### config.mk
export PLATFORM = sky130hd
export DESIGN_NAME = chunked_add_seq
export DESIGN_NICKNAME = d
export VERILOG_FILES = /design/src/rtl/chunked_add_seq.sv
export SDC_FILE = /design/constraint.sdc
export NUM_CORES = 1
export LEC_CHECK = 0
export ABC_AREA = 0
export BUFFER_PORTS_ARGS = -buffer_cell sky130_fd_sc_hd__buf_4
export CORE_MARGIN = 2
export CORE_UTILIZATION = 52
export DETAILED_ROUTE_END_ITERATION = 10
export GPL_TIMING_DRIVEN = 1
export PLACE_DENSITY = 0.8
export SLEW_MARGIN = 40
export SYNTH_ARGS = -nofsm -noshare
export SYNTH_HDL_FRONTEND = slang
export SYNTH_SLANG_ARGS = --single-unit
### constraint.sdc
create_clock -name clk -period 3.22 [get_ports clk]
set_clock_uncertainty 0.15 [all_clocks]
set_input_delay 0.483 -clock clk [delete_from_list [all_inputs] [get_ports clk]]
set_output_delay 0.483 -clock clk [all_outputs]
set_load 0.005 [all_outputs]
### src/rtl/chunked_add_seq.sv
// Sequencer that feeds one wide operand pair to an external N-bit adder one chunk
// per cycle, LSB chunk first, chaining the carry, and presents the wide result.
module chunked_add_seq #(
  parameter int N      = 8,
  parameter int CHUNKS = 4
) (
  input  logic                  clk,
  input  logic                  rst_n,
  input  logic                  in_valid,
  output logic                  in_ready,
  input  logic [N*CHUNKS-1:0]   in_a,
  input  logic [N*CHUNKS-1:0]   in_b,
  input  logic                  in_cin,
  output logic [N-1:0]          add_a,
  output logic [N-1:0]          add_b,
  output logic                  add_cin,
  input  logic [N-1:0]          add_sum,
  input  logic                  add_cout,
  output logic                  out_valid,
  input  logic                  out_ready,
  output logic [N*CHUNKS-1:0]   out_sum,
  output logic                  out_cout,
  output logic                  out_ovf
);

  localparam int W     = N * CHUNKS;
  localparam int IDX_W = (CHUNKS > 1) ? $clog2(CHUNKS) : 1;
  localparam logic [IDX_W-1:0] LAST = IDX_W'(CHUNKS - 1);

  typedef enum logic [1:0] {IDLE, RUN, DONE} state_t;

  state_t           state, state_nxt;
  logic [IDX_W-1:0] idx;
  logic [W-1:0]     opa, opb, res;
  logic             carry;
  logic             accept;

  always_ff @(posedge clk or negedge rst_n) begin
    if (!rst_n) state <= IDLE;
    else        state <= state_nxt;
  end

  always_comb begin
    state_nxt = state;
    in_ready  = 1'b0;
    out_valid = 1'b0;
    accept    = 1'b0;
    case (state)
      IDLE: begin
        in_ready = 1'b1;
        if (in_valid) begin
          accept    = 1'b1;
          state_nxt = RUN;
        end
      end
      RUN:  if (idx == LAST) state_nxt = DONE;
      DONE: begin
        out_valid = 1'b1;
        if (out_ready) state_nxt = IDLE;
      end
      default: state_nxt = IDLE;
    endcase
  end

  // Operand capture on accept; one chunk of result plus carry per RUN cycle
  always_ff @(posedge clk or negedge rst_n) begin
    if (!rst_n) begin
      opa   <= '0;
      opb   <= '0;
      res   <= '0;
      carry <= 1'b0;
      idx   <= '0;
    end else if (accept) begin
      opa   <= in_a;
      opb   <= in_b;
      carry <= in_cin;
      idx   <= '0;
    end else if (state == RUN) begin
      res[idx*N +: N] <= add_sum;
      carry           <= add_cout;
      if (idx != LAST) idx <= idx + 1'b1;
    end
  end

  // Adder inputs come only from registered state, never from add_sum
  assign add_a   = (state == RUN) ? opa[idx*N +: N] : '0;
  assign add_b   = (state == RUN) ? opb[idx*N +: N] : '0;
  assign add_cin = (state == RUN) ? carry : 1'b0;

  assign out_sum  = res;
  assign out_cout = carry;
  assign out_ovf  = (opa[W-1] == opb[W-1]) && (res[W-1] != opa[W-1]);

endmodule

==> summary.txt, run 1 <==
Logic synthesis
  – Post-synthesis sequential area ratio: 0.568
  – Distinct cell type count after synthesis: 31
  – Post-synthesis mux area share: 0.247
  – Gate count of the mapped netlist: 285
  – Synth top area share: 0.568
  – Syn_area_per_cell: 15.6 um2
  – Synth Area in Compound Gates: 0.0661
  – Net count after synthesis: 368
  – Simple-gate share of the synthesized area: 0.0759
  – Cell taking the most area after synthesis: dfrtp_1
  – Yosys reg bits: 101
  – Area contributors post-synth: dfrtp_1 57%, mux2_2 15%, mux4_2 8.1%, a22o_1 5.9%, and2_1 2.4%
  – XOR/XNOR Fraction of Synth Area: 0.00197
  – Adder-Cell Fraction of Synth Area: 0.0141
  – Synthesis Warnings: 0
  – Netlist area before placement: 4450 um2
  – Main combinational cell family by area after synthesis: multiplexers

Worst setup path
  – Bufs and invs on worst path: 2
  – Worst EP arrival: 1900 ps
  – Worst endpoint required time: 2590 ps
  – Critical Path Source Type: flop
  – R2R Path Start: idx[1]
  – Slowest cell on the critical path: mux4_2
  – Critical path class: flop to output pin
  – CP endpoint kind: output pin
  – CP Max Fanout: 15
  – Setup crit start: idx[0]
  – Cell family with most CP delay: multiplexers
  – CP most frequent cell: buf_4
  – Critical Path, Cell by Cell: buf_4 -> mux4_2 -> and2_1 -> buf_4
  – Slowest stage delay, CP: 570 ps

GRT
  – Initial antenna violation count: 0
  – First-pass GRT wire length: 16.0 mm
  – Pin count of the biggest net entering global routing: 54
  – Total grt overflow: 0
  – Vias in the first global route: 3131
  – Total Routing Usage GR: 0.230

Clocking
  – Clock slew at reported path FFs: 90 ps
  – CTS Sinks: 101
  – Cts bufs inserted: 9
  – Worst-skew pair later-pin latency: 350 ps
  – Resized Gates After CTS: 0
  – Post-CTS Setup Inserts: 0
  – CTS tree: yes
  – H-tree Lvls: 3
  – Worst-case clock buffer depth: 2
  – CTS Root Cell: clkbuf_8
  – CTS Hold Bufs: 0

Hold path
  – Worst Hold Class: input port to async pin

Timing
  – Transition time of the tightest slew-check pin: 633 ps
  – Tcrit/Tclk final: 0.788
  – Max_slew headroom: 0.578
  – Final setup fails: 0
  – Setup TNS: 0 ps
  – Setup WS post-layout: 683 ps
  – Fin Hold WS: -1.32 ps
  – Peak Freq: 0.394 GHz
  – Max Slew Vio Count: 0
  – Crit path time final: 2540 ps
  – Final Hold Viols: 3
  – RSZ-0062 raised after global routing: false

Pwr
  – Combinational fraction of design power: 0.445
  – P_leak: 2.70 nW
  – PwrDens: 981 nW/um2
  – NetSw: 1.77 mW
  – Clk network pwr share: 0.157
  – Int Power: 3.87 mW
  – Part of the power in registers: 0.398
  – VDD IR max: 0.626 mV
  – Sw frac: 0.314

Placed design
  – DPL Wire Length: 7.11 mm
  – Port Buf Inserts: 130
  – Pre-CTS setup slack: 911 ps
  – Final GP Congestion: 0.768

Outcome
  – Failing checks: negative hold slack
  – Status: complete, but fails checks

Die
  – Die width: 96.5 um
  – Die height: 96.5 um
  – Core area: 8260 um2
  – Die ar.: 9320 um2
  – Row cnt: 33
  – Initial Util: 0.539
  – IO Pins: 131

Run
  – Max-cap viol count: 0

Detailed routing
  – Via/cell ratio: 5.53
  – Pre-antenna DRT Iters: 4
  – WL per Instance: 18.5 um
  – Routed wire length: 9.76 mm
  – DRT iter0 DRCs: 72
  – Remaining antenna violation count: 0
  – DRC violations left: 0
  – Vias: 2920

Layout
  – Commonest non-fill, non-tap cells in the layout: 136 x buf_4, 101 x dfrtp_1, 59 x mux2_2
  – Inserted Diodes: 0
  – Util after Layout: 0.695
  – Fillers: 624
  – P&R area growth vs syn: 29.0%
  – Commonest non-fill, non-tap cell in the layout: buf_4
  – Layout cells sized above 1: 0.556
  – Nets@finish: 501
[cells by family (layout without fill, tap and decap cells)]
family          count (synthesis)  count (layout)
fa+ha+maj                       5               5
buf+inv                        19             157
simple gates                   42              42
compound gates                 35              35
flops                         101             101
xor+xnor                        1               1
mux                            82              82
[path summary, 6_finish.rpt]
path / cells past startpoint / end / slack (ps)
setup / recovery: 4 / add_a[6] / 680
hold / removal: 1 / opa[2] / -1
setup reg to reg: 5 / out_sum[19] / 910
hold reg to reg: 1 / opb[18] / 340
max in group asynchronous: 2 / out_sum[25] / 2230
min in group clk: 2 / state[1] / 170
[cell type report]
| class | instances | area, um2 | area share |
|---|---|---|---|
| Clock buffer | 11 | 141 | 0.0246 |
| Clock inverter | 5 | 82.6 | 0.0144 |
| Inverter | 4 | 15.0 | 0.00261 |
| Multi-Input combinational cell | 165 | 1800 | 0.314 |
| Sequential cell | 101 | 2530 | 0.440 |
| Tap cell | 105 | 131 | 0.0229 |
| Timing Repair Buffer | 137 | 1040 | 0.181 |
[state kept, by name, indices dropped and copies added (netlist names)]
name and cells:
idx 2, opa 32, opb 32, out_cout 1
out_sum 32, state 2
[power by group through the flow]
| stage | combinational, mW | clock (mW) | sequential, mW |
|---|---|---|---|
| floorplan | 1.66 | 0 | 2.14 |
| global placement | 2.47 | 0 | 2.23 |
| detailed placement | 2.53 | 0 | 2.27 |
| CTS | 2.55 | 0.907 | 2.24 |
| global route | 2.74 | 0.959 | 2.32 |
| finish | 2.51 | 0.884 | 2.24 |
[per-layer routing]
metal	wire length [um]	part of all wire	global-route usage
met1	4180	0.43	0.317
met2	4740	0.49	0.366
met3	740	0.076	0.0621
met4	97	0.0099	0.0587
met5	0	0	0
[stage by stage]
stage	cells	area, um2	power (mW)
6_report	528	5740	5.63
3_5_place_dp	512	5520	4.80
2_1_floorplan	285	4450	3.80
4_1_cts	528	5740	5.69
5_1_grt	528	5740	6.02
3_3_place_gp	512	5520	4.70
[Yosys cell counts (all sizes together)]
| cell type | instances |
|---|---|
| a21o | 1 |
| a22o | 30 |
| and2 | 17 |
| buf | 14 |
| clkbuf | 1 |
| dfrtp | 101 |
| ha | 5 |
| inv | 4 |
| mux2 | 64 |
| mux2i | 2 |
| mux4 | 16 |
| nand2 | 7 |
| nand2b | 2 |
| nand3b | 2 |
| nand4bb | 1 |
| nor2 | 4 |
| nor2b | 1 |
| nor3 | 2 |
| nor3b | 2 |
| nor4 | 1 |
| nor4b | 2 |
| o21ai | 3 |
| o41ai | 1 |
| or2 | 1 |
| xnor2 | 1 |
Power figures use the tool's default switching activity.
==> run 2: changes to the inputs <==
ABC_AREA = 1   (was 0)
CORE_UTILIZATION = 48   (was 52)
PLACE_DENSITY = 0.76   (was 0.8)
clock period = 2 ns   (was 3.22 ns; I/O delays follow)
==> summary.txt, run 2 <==
Detailed routing
  – WL per Instance: 13.9 um (-25%)
  – DRT iter0 DRCs: 295 (+310%)
  – DR WL met3: 558 um (-25%)
  – Pre-antenna DRT Iters: 4 (unchanged)
  – Via/cell ratio: 4.90 (-11%)
  – DRC violations left: 0 (unchanged)
  – Post-Route M1 WL: 5.26 mm (+26%)
  – Remaining antenna violation count: 0 (unchanged)
  – Vias: 4274 (+46%)
  – Highest routed layer: met4
  – Routed wire length: 12.1 mm (+24%)
  – Wire length on met2: 6.12 mm (+29%)

Die
  – IO Pins: 131 (unchanged)
  – Die height: 107 um (+10%)
  – Initial Util: 0.491 (-0.0476)
  – Die width: 107 um (+10%)
  – Row cnt: 37 (+12%)
  – Core area: 10300 um2 (+24%)
  – Die ar.: 11400 um2 (+22%)

Worst setup path
  – CP Max Fanout: 17 (+2)
  – Critical Path Source Type: flop
  – Worst EP arrival: 1540 ps (-360 ps)
  – Critical path class: flop to output pin
  – CP endpoint kind: output pin
  – Worst endpoint required time: 1550 ps (-1040 ps)

Logic synthesis
  – Synth top area share: 0.500 (-0.0674)
  – Post-synth top flop: dfrtp_1
  – Main combinational cell family by area after synthesis: simple AND/OR/NAND/NOR gates
  – Yosys reg bits: 101 (unchanged)
  – Synth Area in Compound Gates: 0.139 (+0.0732)
  – Distinct cell type count after synthesis: 19 (-39%)
  – Post-synthesis sequential area ratio: 0.500 (-0.0674)
  – Post-synth top cells: 161 x nand2_1, 101 x dfrtp_1, 77 x inv_1
  – Synth async-reset ratio: 1.00 (unchanged)
  – Simple-gate share of the synthesized area: 0.248 (+0.172)
  – Post-synth EDFFs: 0 (unchanged)
  – Syn_area_per_cell: 8.36 um2 (-46%)
  – Area contributors post-synth: dfrtp_1 50%, nand2_1 12%, a21oi_2 11%, inv_1 5.7%, nor2_1 5.1%
  – Netlist area before placement: 5050 um2 (+13%)
  – Cell with the most instances after synthesis: nand2_1
  – Gate count of the mapped netlist: 604 (+110%)
  – XOR/XNOR Fraction of Synth Area: 0 (-0.00197)
  – Synthesis Warnings: 0 (unchanged)
  – Cell taking the most area after synthesis: dfrtp_1
  – Post-synthesis mux area share: 0 (-0.247)
  – Adder-Cell Fraction of Synth Area: 0.0124 (-0.00167)
  – Net count after synthesis: 687 (+87%)

Clocking
  – CTS Sinks: 101 (unchanged)
  – Worst-skew pair later-pin latency: 350 ps (about the same)
  – Clock slew at reported path FFs: 110 ps (+20 ps)
  – CTS Root Cell: clkbuf_8
  – Worst-case clock buffer depth: 2 (unchanged)
  – CTS tree: yes
  – H-tree Lvls: 3 (unchanged)
  – Cts bufs inserted: 9 (unchanged)

Placed design
  – Pre-CTS setup slack: 165 ps (-746 ps)
  – Dpl cell area: 6110 um2 (+11%)
  – DPL Wire Length: 8.53 mm (+20%)
  – Final GP Congestion: 0.883 (+15%)
  – Port Buf Inserts: 130 (unchanged)

Outcome
  – Status: complete, no violations

Layout
  – Post-route cell area: 6400 um2 (+11%)
  – Seq. cell area: 2530 um2 (unchanged)
  – Area occupied by multi-input gates: 2050 um2 (+14%)
  – Fillers: 899 (+44%)
  – Commonest non-fill, non-tap cell in the layout: nand2_1
  – Commonest non-fill, non-tap cells in the layout: 161 x nand2_1, 138 x buf_4, 101 x dfrtp_1
  – Util after Layout: 0.622 (-0.0730)
  – Inserted Diodes: 0 (unchanged)
  – P&R area growth vs syn: 26.7%
  – Nets@finish: 814 (+62%)
  – Layout cells sized above 1: 0.345 (-0.210)

GRT
  – Pin count of the biggest net entering global routing: 133 (+150%)
  – Vias in the first global route: 4230 (+35%)
  – Initial antenna violation count: 0 (unchanged)
  – Total grt overflow: 0 (unchanged)
  – First-pass GRT wire length: 19.8 mm (+23%)
  – Total Routing Usage GR: 0.217 (-0.0128)

Timing
  – RSZ-0062 raised after global routing: true
  – Crit path time final: 1990 ps
  – Tcrit/Tclk final: 0.994
  – Transition time of the tightest slew-check pin: 759 ps (+126 ps)
  – Max Slew Vio Count: 0 (unchanged)
  – Final setup fails: 0 (unchanged)
  – Fin Hold WS: 9.23 ps (+10.6 ps)
  – Setup WS post-layout: 12.4 ps (-671 ps)
  – Peak Freq: 0.503 GHz
  – Final Hold Viols: 0 (-3)
  – Setup TNS: 0 ps (unchanged)
  – Max_slew headroom: 0.494 (-0.0838)

Run
  – Max-cap viol count: 0 (unchanged)

Pwr
  – VDD IR max: 1.20 mV (+92%)
  – P_leak: 3.40 nW (+26%)
  – PwrDens: 1570 nW/um2 (+60%)

Hold path
  – Worst Hold Class: input port to flop
[run 2: per-layer routing]
layer	GRT usage	up-vias
met5	0	-
met4	0.0584	0
met3	0.0395	13
met2	0.358	101
met1	0.297	2050
li1	-	2110
[run 2: logic make-up after synthesis]
kind of cell / count (synthesis)
AOI/OAI and AO/OA: 92
and+or+nand+nor: 296
buffers and inverters: 110
adders and majority gates: 5
DFF: 101
[run 2: repair_timing]
action / CTS / global route
hold buffers: 2 / 0
endpoints found under the hold margin: 33 / 0
endpoints found under the setup margin: 16 / 16
setup buffers: 2 / 0
pin swaps: 0 / 0
resized for setup: 5 / 2
gates cloned: 0 / 1
[run 2: cell type report]
cell class | count | share of cell area
Sequential cell | 101 | 0.395
Multi-Input combinational cell | 393 | 0.320
Timing Repair Buffer | 144 | 0.178
Inverter | 82 | 0.0489
Tap cell | 136 | 0.0266
Clock buffer | 10 | 0.0199
Clock inverter | 6 | 0.0110
[run 2: path summary, 6_finish.rpt]
check / slack, ps / endpoint / from / cells after the start
max: 10 / add_a[4] / idx[0] / 6
min: 9 / opb[11] / in_b[11] / 3
max reg2reg: 150 / out_sum[3] / idx[1] / 6
min reg2reg: 340 / out_sum[29] / out_sum[29] / 2
max in group asynchronous: 760 / out_sum[18] / rst_n / 3
min in group asynchronous: 260 / opb[0] / rst_n / 2
[run 2: through the flow]
step                      power (mW)  cells
after floorplan                 6.73    604
after global placement          8.45    851
after detailed placement        8.60    851
after CTS                       10.0    871
after global routing            10.8    872
final                           10.0    872
[run 2: where the power goes]
group	total [mW]	internal (mW)	switching (mW)
Clock	1.32	0.589	0.728
Combinational	5.28	2.24	3.05
Sequential	3.43	3.00	0.431
Total	10.0	5.83	4.21
[run 2: worst max-delay path, cell delays in order, from the launching register on]
cell	delay (ps)
dfrtp_1	420
inv_4	110
clkbuf_16	200
nand2_1	60
nand3_1	80
a21oi_1	180
buf_4	130
==> run 3: changes to the inputs <==
--- a/config.mk
+++ b/config.mk
@@ -14,2 +14,3 @@
 export PLACE_DENSITY = 0.76
+export RECOVER_POWER = 25
 export SLEW_MARGIN = 40
--- a/constraint.sdc
+++ b/constraint.sdc
@@ -4,2 +4,2 @@
 set_output_delay 0.3 -clock clk [all_outputs]
-set_load 0.005 [all_outputs]
+set_load 0.05 [all_outputs]
==> summary.txt, run 3 (synthesis gave the netlist of run 2 again) <==
GRT
  – Pin count of the biggest net entering global routing: 47 (-65%)
  – Total Routing Usage GR: 0.234 (+0.0171)
  – Met3 Use GR: 0.0395 (unchanged)
  – GRT met1 Usage: 0.312 (+0.0153)
  – Total grt overflow: 0 (unchanged)
  – First-pass GRT wire length: 20.9 mm (+5.7%)
  – GRT met2 Usage: 0.386 (+0.0278)
  – Layer with the highest usage: met2
  – Initial antenna violation count: 0 (unchanged)
  – Vias in the first global route: 4392 (+3.8%)

Die
  – Core area: 10300 um2 (unchanged)
  – Die ar.: 11400 um2 (unchanged)
  – IO Pins: 131 (unchanged)
  – Initial Util: 0.491 (unchanged)
  – Die height: 107 um (unchanged)
  – Row cnt: 37 (unchanged)
  – Die width: 107 um (unchanged)

Detailed routing
  – Routed wire length: 12.8 mm (+6.1%)
  – DRC violations left: 0 (unchanged)
  – DRT iter0 DRCs: 225 (-24%)
  – Vias: 4414 (+3.3%)
  – WL per Instance: 14.3 um (+3.2%)
  – Remaining antenna violation count: 0 (unchanged)
  – Pre-antenna DRT Iters: 5 (+1)
  – Via/cell ratio: 4.92 (+0.40%)

Timing
  – Tcrit/Tclk final: 1.04 (+0.0440)
  – Peak Freq: 0.482 GHz (-4.2%)
  – RSZ-0062 raised after global routing: true
  – Final Hold Viols: 0 (unchanged)
  – Max Slew Vio Count: 0 (unchanged)
  – Max_slew headroom: 0.515 (+0.0212)
  – Setup WS post-layout: -75.6 ps (-88.0 ps)
  – Final setup fails: 16 (+16)
  – Crit path time final: 2080 ps (+88.0 ps)
  – Transition time of the tightest slew-check pin: 727 ps (-31.8 ps)
  – Setup TNS: -926 ps (-926 ps)

Layout
  – P&R area growth vs syn: 36.7%
  – Inserted Diodes: 0 (unchanged)
  – Layout cells sized above 1: 0.388 (+0.0425)
  – Nets@finish: 839 (+3.1%)
  – Fillers: 835 (-7.1%)
  – Area occupied by multi-input gates: 2200 um2 (+7.5%)
  – Util after Layout: 0.672 (+0.0493)
  – Commonest non-fill, non-tap cell in the layout: nand2_1
  – Seq. cell area: 2530 um2 (+0.15%)
  – Commonest non-fill, non-tap cells in the layout: 156 x nand2_1, 116 x buf_4, 98 x dfrtp_1

Run
  – Max-cap viol count: 0 (unchanged)

Pwr
  – VDD IR max: 1.41 mV (+18%)
  – Final Power: 13.1 mW (+30%)
  – P_leak: 3.59 nW (+5.5%)
  – PwrDens: 1890 nW/um2 (+21%)

Clocking
  – CTS Root Cell: clkbuf_8
  – CTS Sinks: 101 (unchanged)
  – Clock slew at reported path FFs: 100 ps (about the same)
  – H-tree Lvls: 3 (unchanged)
  – Worst-skew pair later-pin latency: 380 ps (+30 ps)
  – Cts bufs inserted: 9 (unchanged)
  – CTS tree: yes
  – Worst-case clock buffer depth: 2 (unchanged)

Worst setup path
  – Slowest cell on the critical path: dfrtp_2
  – Worst EP arrival: 1630 ps (+90 ps)
  – Critical path class: flop to output pin
  – CP Max Fanout: 16 (-1)
  – Slowest stage delay, CP: 490 ps (+70 ps)
  – CP endpoint kind: output pin
  – Worst endpoint required time: 1550 ps (about the same)
  – Critical Path, Cell by Cell: inv_6 -> buf_12 -> nand2_1 -> nand3_2 -> a21oi_2 -> buf_6
  – Critical Path Source Type: flop

Outcome
  – Failing checks: negative setup slack
  – Status: complete, but fails checks

Placed design
  – Final GP Congestion: 0.892 (+0.96%)
  – Pre-CTS setup slack: 87.8 ps (-77.4 ps)
  – Port Buf Inserts: 130 (unchanged)
  – DPL Wire Length: 8.80 mm (+3.2%)

Hold path
  – Worst Hold Class: input port to flop
-- run 3: changes by cell type in the layout (fill, tap and decap cells not counted), moves of 6 or more --
cell	change
buf_4	-22
nand2_2	+6
buf_6	+17
nand3_2	+17
a21oi_2	+11
a21oi_1	-12
nand3_1	-17
dlygate4sd3_1	+23
-- run 3: final timing paths --
| kind | start | endpoint | slack (ps) | cells after the start |
|---|---|---|---|---|
| min in group asynchronous | rst_n | opb[11] | 350 | 2 |
| min reg2reg | out_sum[24] | out_sum[24] | 340 | 2 |
| min | in_a[19] | opa[19] | 1 | 3 |
| max in group asynchronous | rst_n | opb[1] | 350 | 3 |
| max reg2reg | idx[0] | out_sum[4] | 20 | 7 |
| max | idx[0] | add_a[3] | -80 | 6 |
-- run 3: timing repair --
item	CTS	global route
gates cloned	1	0
gates resized for setup	39	13
endpoints found under the hold margin	49	0
hold buffers	25	0
endpoints found under the setup margin	16	32
buffers inserted	1	0
pin swaps	8	8
-- run 3: stage by stage --
| stage | hold slack, ps | cells | cell area [um2] |
|---|---|---|---|
| 6_report | 1.25 | 897 | 6900 |
| 5_1_grt | 1.92 | 897 | 6900 |
| 4_1_cts | 0.657 | 897 | 6860 |
| 3_5_place_dp | 108 | 854 | 6250 |
| 3_3_place_gp | 99.4 | 854 | 6250 |
| 2_1_floorplan | -146 | 604 | 5110 |
-- run 3: metal layers --
metal	share of wire	routed length [um]
met1	0.44	5590
met3	0.057	736
met2	0.49	6300
met4	0.016	206
met5	0	0
-- run 3: critical path: cells and delay by family, from the launching register on --
kind                   cells  cell delay [ps]
flip-flops                 1              490
buffers and inverters      3              410
AO/OA/AOI/OAI              1              180
AND/OR/NAND/NOR            2              160
-- run 3: power by group --
| part | internal [mW] | switching, mW |
|---|---|---|
| Clock | 0.481 | 0.784 |
| Combinational | 2.75 | 5.59 |
| Sequential | 3.01 | 0.449 |
| Total | 6.23 | 6.82 |
-- run 3: area by class of cell --
cell class,instances,share of cell area
sequential,101,0.367
multi-input combinational,393,0.319
timing repair buffer,169,0.218
inverter,82,0.0453
tap,136,0.0246
clock buffer,9,0.0179
clock inverter,7,0.00906
